[config.mk]
export PLATFORM = sky130hd
export DESIGN_NAME = store_merge_rmw
export DESIGN_NICKNAME = d
export VERILOG_FILES = /design/src/rtl/store_merge_pkg.sv /design/src/rtl/byte_lane_merge.sv /design/src/rtl/store_merge_rmw.sv
export SDC_FILE = /design/constraint.sdc
export NUM_CORES = 1
export LEC_CHECK = 0
export BUFFER_PORTS_ARGS = -buffer_cell sky130_fd_sc_hd__buf_2
export CORE_MARGIN = 2
export CORE_UTILIZATION = 50
export DETAILED_ROUTE_END_ITERATION = 7
export GPL_TIMING_DRIVEN = 0
export PLACE_DENSITY = 0.81
export SLEW_MARGIN = 10
export SYNTH_ARGS = -nofsm -noshare
export SYNTH_HDL_FRONTEND = slang
export SYNTH_HIERARCHICAL = 1
export SYNTH_SLANG_ARGS = --single-unit
export TNS_END_PERCENT = 100
[constraint.sdc]
create_clock -name Clk -period 6.9 [get_ports Clk]
set_input_delay 0.69 -clock Clk [delete_from_list [all_inputs] [get_ports Clk]]
set_output_delay 0.69 -clock Clk [all_outputs]
set_load 0.03 [all_outputs]
[src/rtl/store_merge_pkg.sv]
// Shared types for the read-modify-write store unit:
// size codes, FSM states and lane-geometry helpers.
package store_merge_pkg;

  typedef enum logic [1:0] {
    SZ_BYTE  = 2'd0,
    SZ_HALF  = 2'd1,
    SZ_WORD  = 2'd2,
    SZ_DWORD = 2'd3
  } size_e;

  typedef enum logic [2:0] {
    IDLE = 3'd0,
    RD   = 3'd1,
    WAIT = 3'd2,
    WR   = 3'd3,
    ERR  = 3'd4
  } state_e;

  function automatic int lanesOf(input int dataW);
    return dataW / 8;
  endfunction

  function automatic int laneBitsOf(input int dataW);
    return $clog2(dataW / 8);
  endfunction

endpackage

[src/rtl/byte_lane_merge.sv]
// Replaces 2^size little-endian byte lanes of a word,
// starting at lane offset, with the low bytes of newData.
module byte_lane_merge
  import store_merge_pkg::*;
#(
  parameter int DATA_W = 32
) (
  input  logic [DATA_W-1:0]             oldWord,
  input  logic [DATA_W-1:0]             newData,
  input  logic [laneBitsOf(DATA_W)-1:0] offset,
  input  logic [1:0]                    size,
  output logic [DATA_W-1:0]             merged
);

  localparam int LANES = lanesOf(DATA_W);

  int off;
  int nBytes;

  always_comb begin
    off    = int'(offset);
    nBytes = 1 << size;
    merged = oldWord;
    for (int k = 0; k < LANES; k++) begin
      if (k >= off && k < off + nBytes)
        merged[8*k +: 8] = newData[8*(k-off) +: 8];
    end
  end

endmodule

[src/rtl/store_merge_rmw.sv]
// Sequential store unit: sub-word stores do read/merge/write,
// aligned full words are written directly.
module store_merge_rmw
  import store_merge_pkg::*;
#(
  parameter int DATA_W = 32,
  parameter int ADDR_W = 32
) (
  input  logic                                 Clk,
  input  logic                                 Rst,
  input  logic                                 ReqValid,
  output logic                                 ReqReady,
  input  logic [ADDR_W-1:0]                    ReqAddr,
  input  logic [DATA_W-1:0]                    ReqData,
  input  logic [1:0]                           ReqSize,
  output logic [ADDR_W-laneBitsOf(DATA_W)-1:0] MemAddr,
  output logic                                 MemRe,
  input  logic [DATA_W-1:0]                    MemRdata,
  output logic                                 MemWe,
  output logic [DATA_W-1:0]                    MemWdata,
  output logic                                 Done,
  output logic                                 Err
);

  localparam int LANES = lanesOf(DATA_W);
  localparam int LB    = laneBitsOf(DATA_W);

  state_e state, nextState;

  logic [ADDR_W-1:0] addrQ;
  logic [DATA_W-1:0] dataQ;
  logic [DATA_W-1:0] rdataQ;
  logic [1:0]        sizeQ;
  logic [DATA_W-1:0] merged;

  logic [31:0] reqBytes;
  logic        accept;
  logic        tooBig;
  logic        misalign;
  logic        reject;
  logic        full;

  assign reqBytes = 32'd1 << ReqSize;
  assign tooBig   = reqBytes > 32'(LANES);
  assign misalign = (32'(ReqAddr[LB-1:0]) & (reqBytes - 32'd1)) != 32'd0;
  assign reject   = tooBig || misalign;
  assign full     = reqBytes == 32'(LANES);
  assign accept   = ReqValid && ReqReady;

  always_ff @(posedge Clk) begin
    if (!Rst) begin
      state  <= IDLE;
      addrQ  <= '0;
      dataQ  <= '0;
      sizeQ  <= '0;
      rdataQ <= '0;
    end else begin
      state <= nextState;
      if (accept) begin
        addrQ <= ReqAddr;
        dataQ <= ReqData;
        sizeQ <= ReqSize;
      end
      if (state == WAIT)
        rdataQ <= MemRdata;
    end
  end

  always_comb begin
    nextState = state;
    unique case (state)
      IDLE: begin
        if (accept) begin
          if (reject)
            nextState = ERR;
          else if (full)
            nextState = WR;
          else
            nextState = RD;
        end
      end
      RD:      nextState = WAIT;
      WAIT:    nextState = WR;
      WR:      nextState = IDLE;
      ERR:     nextState = IDLE;
      default: nextState = IDLE;
    endcase
  end

  // A full word covers every lane, so the stale rdataQ never leaks through.
  byte_lane_merge #(
    .DATA_W(DATA_W)
  ) uMerge (
    .oldWord(rdataQ),
    .newData(dataQ),
    .offset (addrQ[LB-1:0]),
    .size   (sizeQ),
    .merged (merged)
  );

  assign ReqReady = state == IDLE;
  assign MemRe    = state == RD;
  assign MemWe    = state == WR;
  assign Done     = state == WR;
  assign Err      = state == ERR;
  assign MemAddr  = addrQ[ADDR_W-1:LB];
  assign MemWdata = (state == WR) ? merged : '0;

endmodule

==> results of run 1 <==
## cell type report
class                   count  area (um^2)
well taps                 136          170
fillers                   946         3830
plain buffers              87          556
clock inverters             6         52.6
multi-input cells         443         2740
flip-flops and latches    101         2020
clock buffers              10          138
repair buffers            166          831
inverters                   7         26.3
## worst min-delay path by stage
stage / slack [ns] / start / end
CTS: 0.46 / addrQ[30] / addrQ[30]
finish: 0.45 / addrQ[30] / addrQ[30]
detailed placement: 0.44 / addrQ[30] / addrQ[30]
global route: 0.47 / rdataQ[27] / rdataQ[27]
global placement: 0.44 / addrQ[23] / addrQ[23]
floorplan: 0.43 / addrQ[11] / addrQ[11]
## worst min-delay path, delay by kind of cell, from the launching register on
kind             cells  cell delay, ns
AO/OA/AOI/OAI        1            0.05
flip-flops           1            0.32
AND/OR/NAND/NOR      1            0.05
## power breakdown
part	leakage, uW	switching, uW	total (uW)	internal (uW)
logic	0.00192	211	376	165
registers	0.000826	35.9	663	628
clock network	0.0000914	223	370	147
total	0.00284	470	1410	939
## kinds of logic after synthesis
| group | synth area share [%] |
|---|---|
| muxes | 13.7 |
| and+or+nand+nor | 22.5 |
| buffers and inverters | 10.9 |
| adders and majority gates | 1.55 |
| AOI/OAI and AO/OA | 13.6 |
| DFF | 37.8 |
## registers in the layout, summed over array words and instances, names as in the netlist
| name | flops |
|---|---|
| state | 3 |
| sizeQ | 2 |
| addrQ | 32 |
| dataQ | 32 |
| rdataQ | 32 |
## stage by stage
stage / cells / setup WS [ns] / instance area (um^2) / util (%)
global placement: 940 / 3.48 / 6340 / 61.2
global route: 956 / 2.83 / 6540 / 63.0
floorplan: 638 / 3.77 / 5340 / -
CTS: 956 / 3.02 / 6540 / 63.0
detailed placement: 940 / 3.44 / 6340 / 61.2
finish: 956 / 2.94 / 6540 / 63.0
## placed cells by master (no fill, tap or decap), types with 8 or more instances in the layout
master	count
and2_1	32
clkbuf_8	10
o21ai_0	39
mux2_2	24
nand3_1	66
buf_2	175
buf_6	13
buf_4	32
clkbuf_1	32
o21ai_1	36
nor2_1	9
a22o_1	9
dfxtp_1	101
nand2_1	140
a21oi_1	41
mux4_2	11
mux2i_1	8
## metal layers
metal / vias up / global-route usage [%] / routed length, um
met1: 2382 / 33.0 / 6210
met5: - / 0 / 0
met2: 204 / 44.3 / 7070
li1: 2504 / - / -
met4: 0 / 9.25 / 272
met3: 24 / 5.75 / 1260
==> impl_metrics.yaml, run 1 <==
synthesis:
  synth-seq-cells: 101
  syn-mean-instance-area_um2: 8.38
  yosysMostFrequentCell: "nand2_1"
  ys_seq_area_share_pct: 37.8
  yosysWarnings: 6
  synth_ff_type: "dfxtp_1"
  synth_top_cell_area_share_pct: 37.8
  synth_area_leaders: "dfxtp_1 38%, nand2_1 9.8%, nand3_1 6.2%"
  synth_edf_count: 0
  syn_inst: 638
  synth_nets: 745
  synth_top_area_cell: "dfxtp_1"
  synth.distinct_cells: 35
  syn_area_um2: 5340
  async_reset_ff_share_pct: 0
  synth_top_cells_by_count: "140 x nand2_1, 101 x dfxtp_1, 66 x nand3_1"
cts:
  cts-htree-levels: 3
  cts_buffers: 9
  cts_hold_buf: 0
  clock_path_buffers: 2
  cts.sinks: 101
  cts-resized-gates: 0
  clkTransAtPathRegs_ns: 0.10
  tritoncts: "built"
  post_cts_buffers: 0
  clock_latency_ns: 0.39
  root_buffer: "clkbuf_8"
drt:
  routed_wl_mm: 14.8
  drc: 0
  drt_pass1_iterations: 7
  detail-route-antenna-nets: 0
  post_drt_via_cell_ratio: 5.35
  vias: 5114
  drt-initial-drc-count: 237
  wl_per_cell_um: 15.5
critical_path:
  cp.required_ns: 6.21
  cp_common_cell: "a22o_1"
  reg2reg_to: "dataQ[17]"
  cp_max_fo: 10
  start_kind: "register"
  cpPeakStageDelay_ns: 0.47
  crit_path_top_delay_cell: "fa_1"
  ff2ff_setup_slack_ns: 5.21
  path_depth: 10
  critPathTopFamily: "buffers and inverters"
  critPathKind: "register to output pin"
  cp-endpoint: "MemWdata[11]"
  crit_chain: "clkbuf_1 -> inv_1 -> fa_1 -> nor4b_1 -> a22o_1 -> buf_6 -> o2bb2ai_2 -> a22o_1 -> and2_1 -> buf_2"
  r2r_cells: 4
  critical_path.startpoint: "addrQ[1]"
  crit_buf_inv: 4
  cp.arrival_ns: 3.27
  worstReg2RegStart: "state[2]"
  end_kind: "output pin"
timing:
  fin_crit_sh_pct: 57.4
  slew_headroom_pct: 63.1
  rsz0062_at_grt: "false"
  hold_slack_ns: 0.454
  tightest_slew_ns: 0.553
  hold_viol: 0
  fmax_mhz: 252
  drv_slew: 0
  finalSetupTns_ns: 0
  period_needed_ns: 3.96
  fin_worst_skew_ns: 0.0136
  setup_violations: 0
power:
  leakage_uw: 0.00284
  ir_drop_mv: 0.125
  p_per_area_nw_per_um2: 216
  p_total_uw: 1410
final_layout:
  finish.net_count: 922
  antenna_cells: 0
  drive_gt1_share_pct: 34.0
  syn2layout_area_growth_pct: 22.3
place:
  gp_congestion: 0.912
  dp_hpwl_mm: 11.5
  port_buffers: 166
grt:
  grt_pass1_vias: 4835
  grt_max_degree: 19
  grt_first_pass_wirelength_mm: 23.7
  overflow: 0
  antenna_found_initial: 0
  grtUsageTotal_pct: 26.2
floorplanning:
  rows: 37
  start_util_pct: 51.5
  io_pins: 168
  die_x_um: 107
  die_area_um2: 11500
  core_area_um2: 10400
  die_y_um: 107
run_status:
  status: "completed"
flow_run:
  cap_viol_max_count: 0
hold_path:
  hp-class: "register to register"
  holdPathStages: 2
(Power assumes the default switching activity.)
==> run 2, diff against run 1 <==
--- a/config.mk
+++ b/config.mk
@@ -7,10 +7,10 @@
 export LEC_CHECK = 0
 export BUFFER_PORTS_ARGS = -buffer_cell sky130_fd_sc_hd__buf_2
 export CORE_MARGIN = 2
-export CORE_UTILIZATION = 50
+export CORE_UTILIZATION = 47
 export DETAILED_ROUTE_END_ITERATION = 7
 export GPL_TIMING_DRIVEN = 0
-export PLACE_DENSITY = 0.81
+export PLACE_DENSITY = 0.8
 export SLEW_MARGIN = 10
 export SYNTH_ARGS = -nofsm -noshare
 export SYNTH_HDL_FRONTEND = slang
==> constraint.sdc (replaced) <==
create_clock -name Clk -period 3.3 [get_ports Clk]
set_input_delay 0.33 -clock Clk [delete_from_list [all_inputs] [get_ports Clk]]
set_output_delay 0.33 -clock Clk [all_outputs]
set_load 0.03 [all_outputs]
==> run 2 against run 1 <==
Setup slack worse by 2.8 ns. Worst hold slack worse by 0.26 ns. Clock skew fell by 0.0022 ns. Critical endpoint is now MemWdata[20]. Flip-flop and latch count unchanged. Power grew 140%. Combinational power grew 110%. Non-clock buffer count up 1. Global-route usage shrank 2.9 points.
==> impl_metrics.yaml, run 2 (synthesis gave the netlist of run 1 again) <==
timing:
  tightest_slew_ns: 0.583
  slew_headroom_pct: 61.0
  fin_worst_skew_ns: 0.0114
  rsz0062_at_grt: "false"
  finalSetupTns_ns: 0
  drv_slew: 0
  period_needed_ns: 3.17
  fmax_mhz: 316
  setup_violations: 0
  hold_viol: 0
  fin_crit_sh_pct: 96.0
cts:
  tritoncts: "built"
  cts-htree-levels: 3
  clock_path_buffers: 2
  cts.sinks: 101
  clock_latency_ns: 0.35
  cts_buffers: 9
  clkTransAtPathRegs_ns: 0.08
  root_buffer: "clkbuf_16"
floorplanning:
  die_x_um: 111
  die_y_um: 111
  die_area_um2: 12200
  core_area_um2: 11000
  io_pins: 168
  start_util_pct: 48.7
  rows: 38
grt:
  grtUsageTotal_pct: 23.3
  grt_pass1_vias: 4731
  grt_first_pass_wirelength_mm: 23.2
  antenna_found_initial: 0
  overflow: 0
  grt_max_degree: 20
power:
  ir_drop_mv: 0.244
  p_per_area_nw_per_um2: 500
  leakage_uw: 0.00293
final_layout:
  mostFrequentLayoutCell: "buf_2"
  syn2layout_area_growth_pct: 26.2
  final_cell_mix: "174 x buf_2, 140 x nand2_1, 98 x dfxtp_1, 66 x nand3_1, 41 x a21oi_1"
  top_regs: "addrQ x32, dataQ x32, rdataQ x32"
  final_util_pct: 61.4
  finish.net_count: 923
  drive_gt1_share_pct: 34.8
  antenna_cells: 0
critical_path:
  cp.arrival_ns: 2.84
  cp_max_fo: 10
  worstReg2RegStart: "state[2]"
  cp.required_ns: 2.97
  r2r_cells: 6
  critical_path.startpoint: "addrQ[1]"
  reg2reg_to: "dataQ[9]"
  critPathKind: "register to output pin"
  start_kind: "register"
  ff2ff_setup_slack_ns: 1.57
  end_kind: "output pin"
place:
  port_buffers: 166
  dp_hpwl_mm: 11.1
  gp_congestion: 0.898
flow_run:
  cap_viol_max_count: 0
drt:
  drt_pass1_iterations: 5
  drt-initial-drc-count: 308
  post_drt_via_cell_ratio: 5.24
  detail-route-antenna-nets: 0
  wl_per_cell_um: 15.1
  vias: 5031
  routed_wl_mm: 14.5
  drc: 0
hold_path:
  whs_endpoint: "dataQ[5]"
  hp-class: "input port to register"
  holdCritStartpoint: "ReqData[5]"
  holdPathStages: 3
run_status:
  status: "completed"
## run 2: changes by cell type in the layout (fill, tap and decap cells not counted), sizes merged
| cell | before | now |
|---|---|---|
| buf | 221 | 222 |
| clkbuf | 42 | 41 |
| inv | 9 | 8 |
| bufinv | 0 | 2 |
| clkinvlp | 2 | 1 |
## run 2: critical path, stage by stage (launching register included)
cell and delay [ns]:
dfxtp_2 0.38, buf_6 0.15, clkinvlp_4 0.12, fa_1 0.46, nor4b_2 0.27, a22o_1 0.17
buf_6 0.15, a21oi_4 0.07, buf_12 0.14, mux2_2 0.26, and2_1 0.14, buf_2 0.17
## run 2: worst max-delay path by stage
stage              endpoint  slack (ns)  depth (start not counted)
4_1_cts        MemWdata[11]        0.02                         10
6_report       MemWdata[20]        0.13                         11
2_1_floorplan   MemWdata[5]        0.53                         10
3_5_place_dp   MemWdata[11]        0.23                         10
3_3_place_gp   MemWdata[11]        0.24                         10
5_1_grt        MemWdata[16]       0.008                         12
## run 2: area by class of cell
type | instances | area, um^2
Multi-Input combinational cell | 443 | 2760
Clock buffer | 9 | 225
Clock inverter | 6 | 105
Sequential cell | 101 | 2030
Timing Repair Buffer | 168 | 858
Tap cell | 140 | 175
Buffer | 86 | 567
Fill cell | 999 | 4240
Inverter | 7 | 30.0
## run 2: timing repair
action / in CTS / in global routing
pin swaps: 0 / 1
setup buffers: 0 / 2
resized for setup: 3 / 10
hold buffers: 0 / 0
setup endpoints to repair: 26 / 26
## run 2: per-stage QoR
stage / area (um^2) / std cells / power [uW] / setup slack, ns / hold WS, ns
floorplan: 5340 / 638 / 1950 / 0.533 / 0.429
global placement: 6350 / 944 / 2170 / 0.239 / 0.437
detailed placement: 6350 / 944 / 2180 / 0.227 / 0.442
CTS: 6680 / 958 / 3350 / 0.0197 / 0.188
global route: 6750 / 960 / 3510 / 0.00793 / 0.198
finish: 6750 / 960 / 3370 / 0.133 / 0.193
## run 2: per-layer routing
metal	part of all wire, %	global-route usage, %	vias to the layer above
li1	-	-	2520
met2	47	38.9	195
met3	9.0	7.52	24
met1	42	29.1	2292
met5	0	0	-
met4	1.8	6.42	0
## run 2: power breakdown
group          internal [uW]  switching, uW  leakage [uW]
clock network            678            497      0.000161
logic                    367            440       0.00194
registers               1310           74.5      0.000827
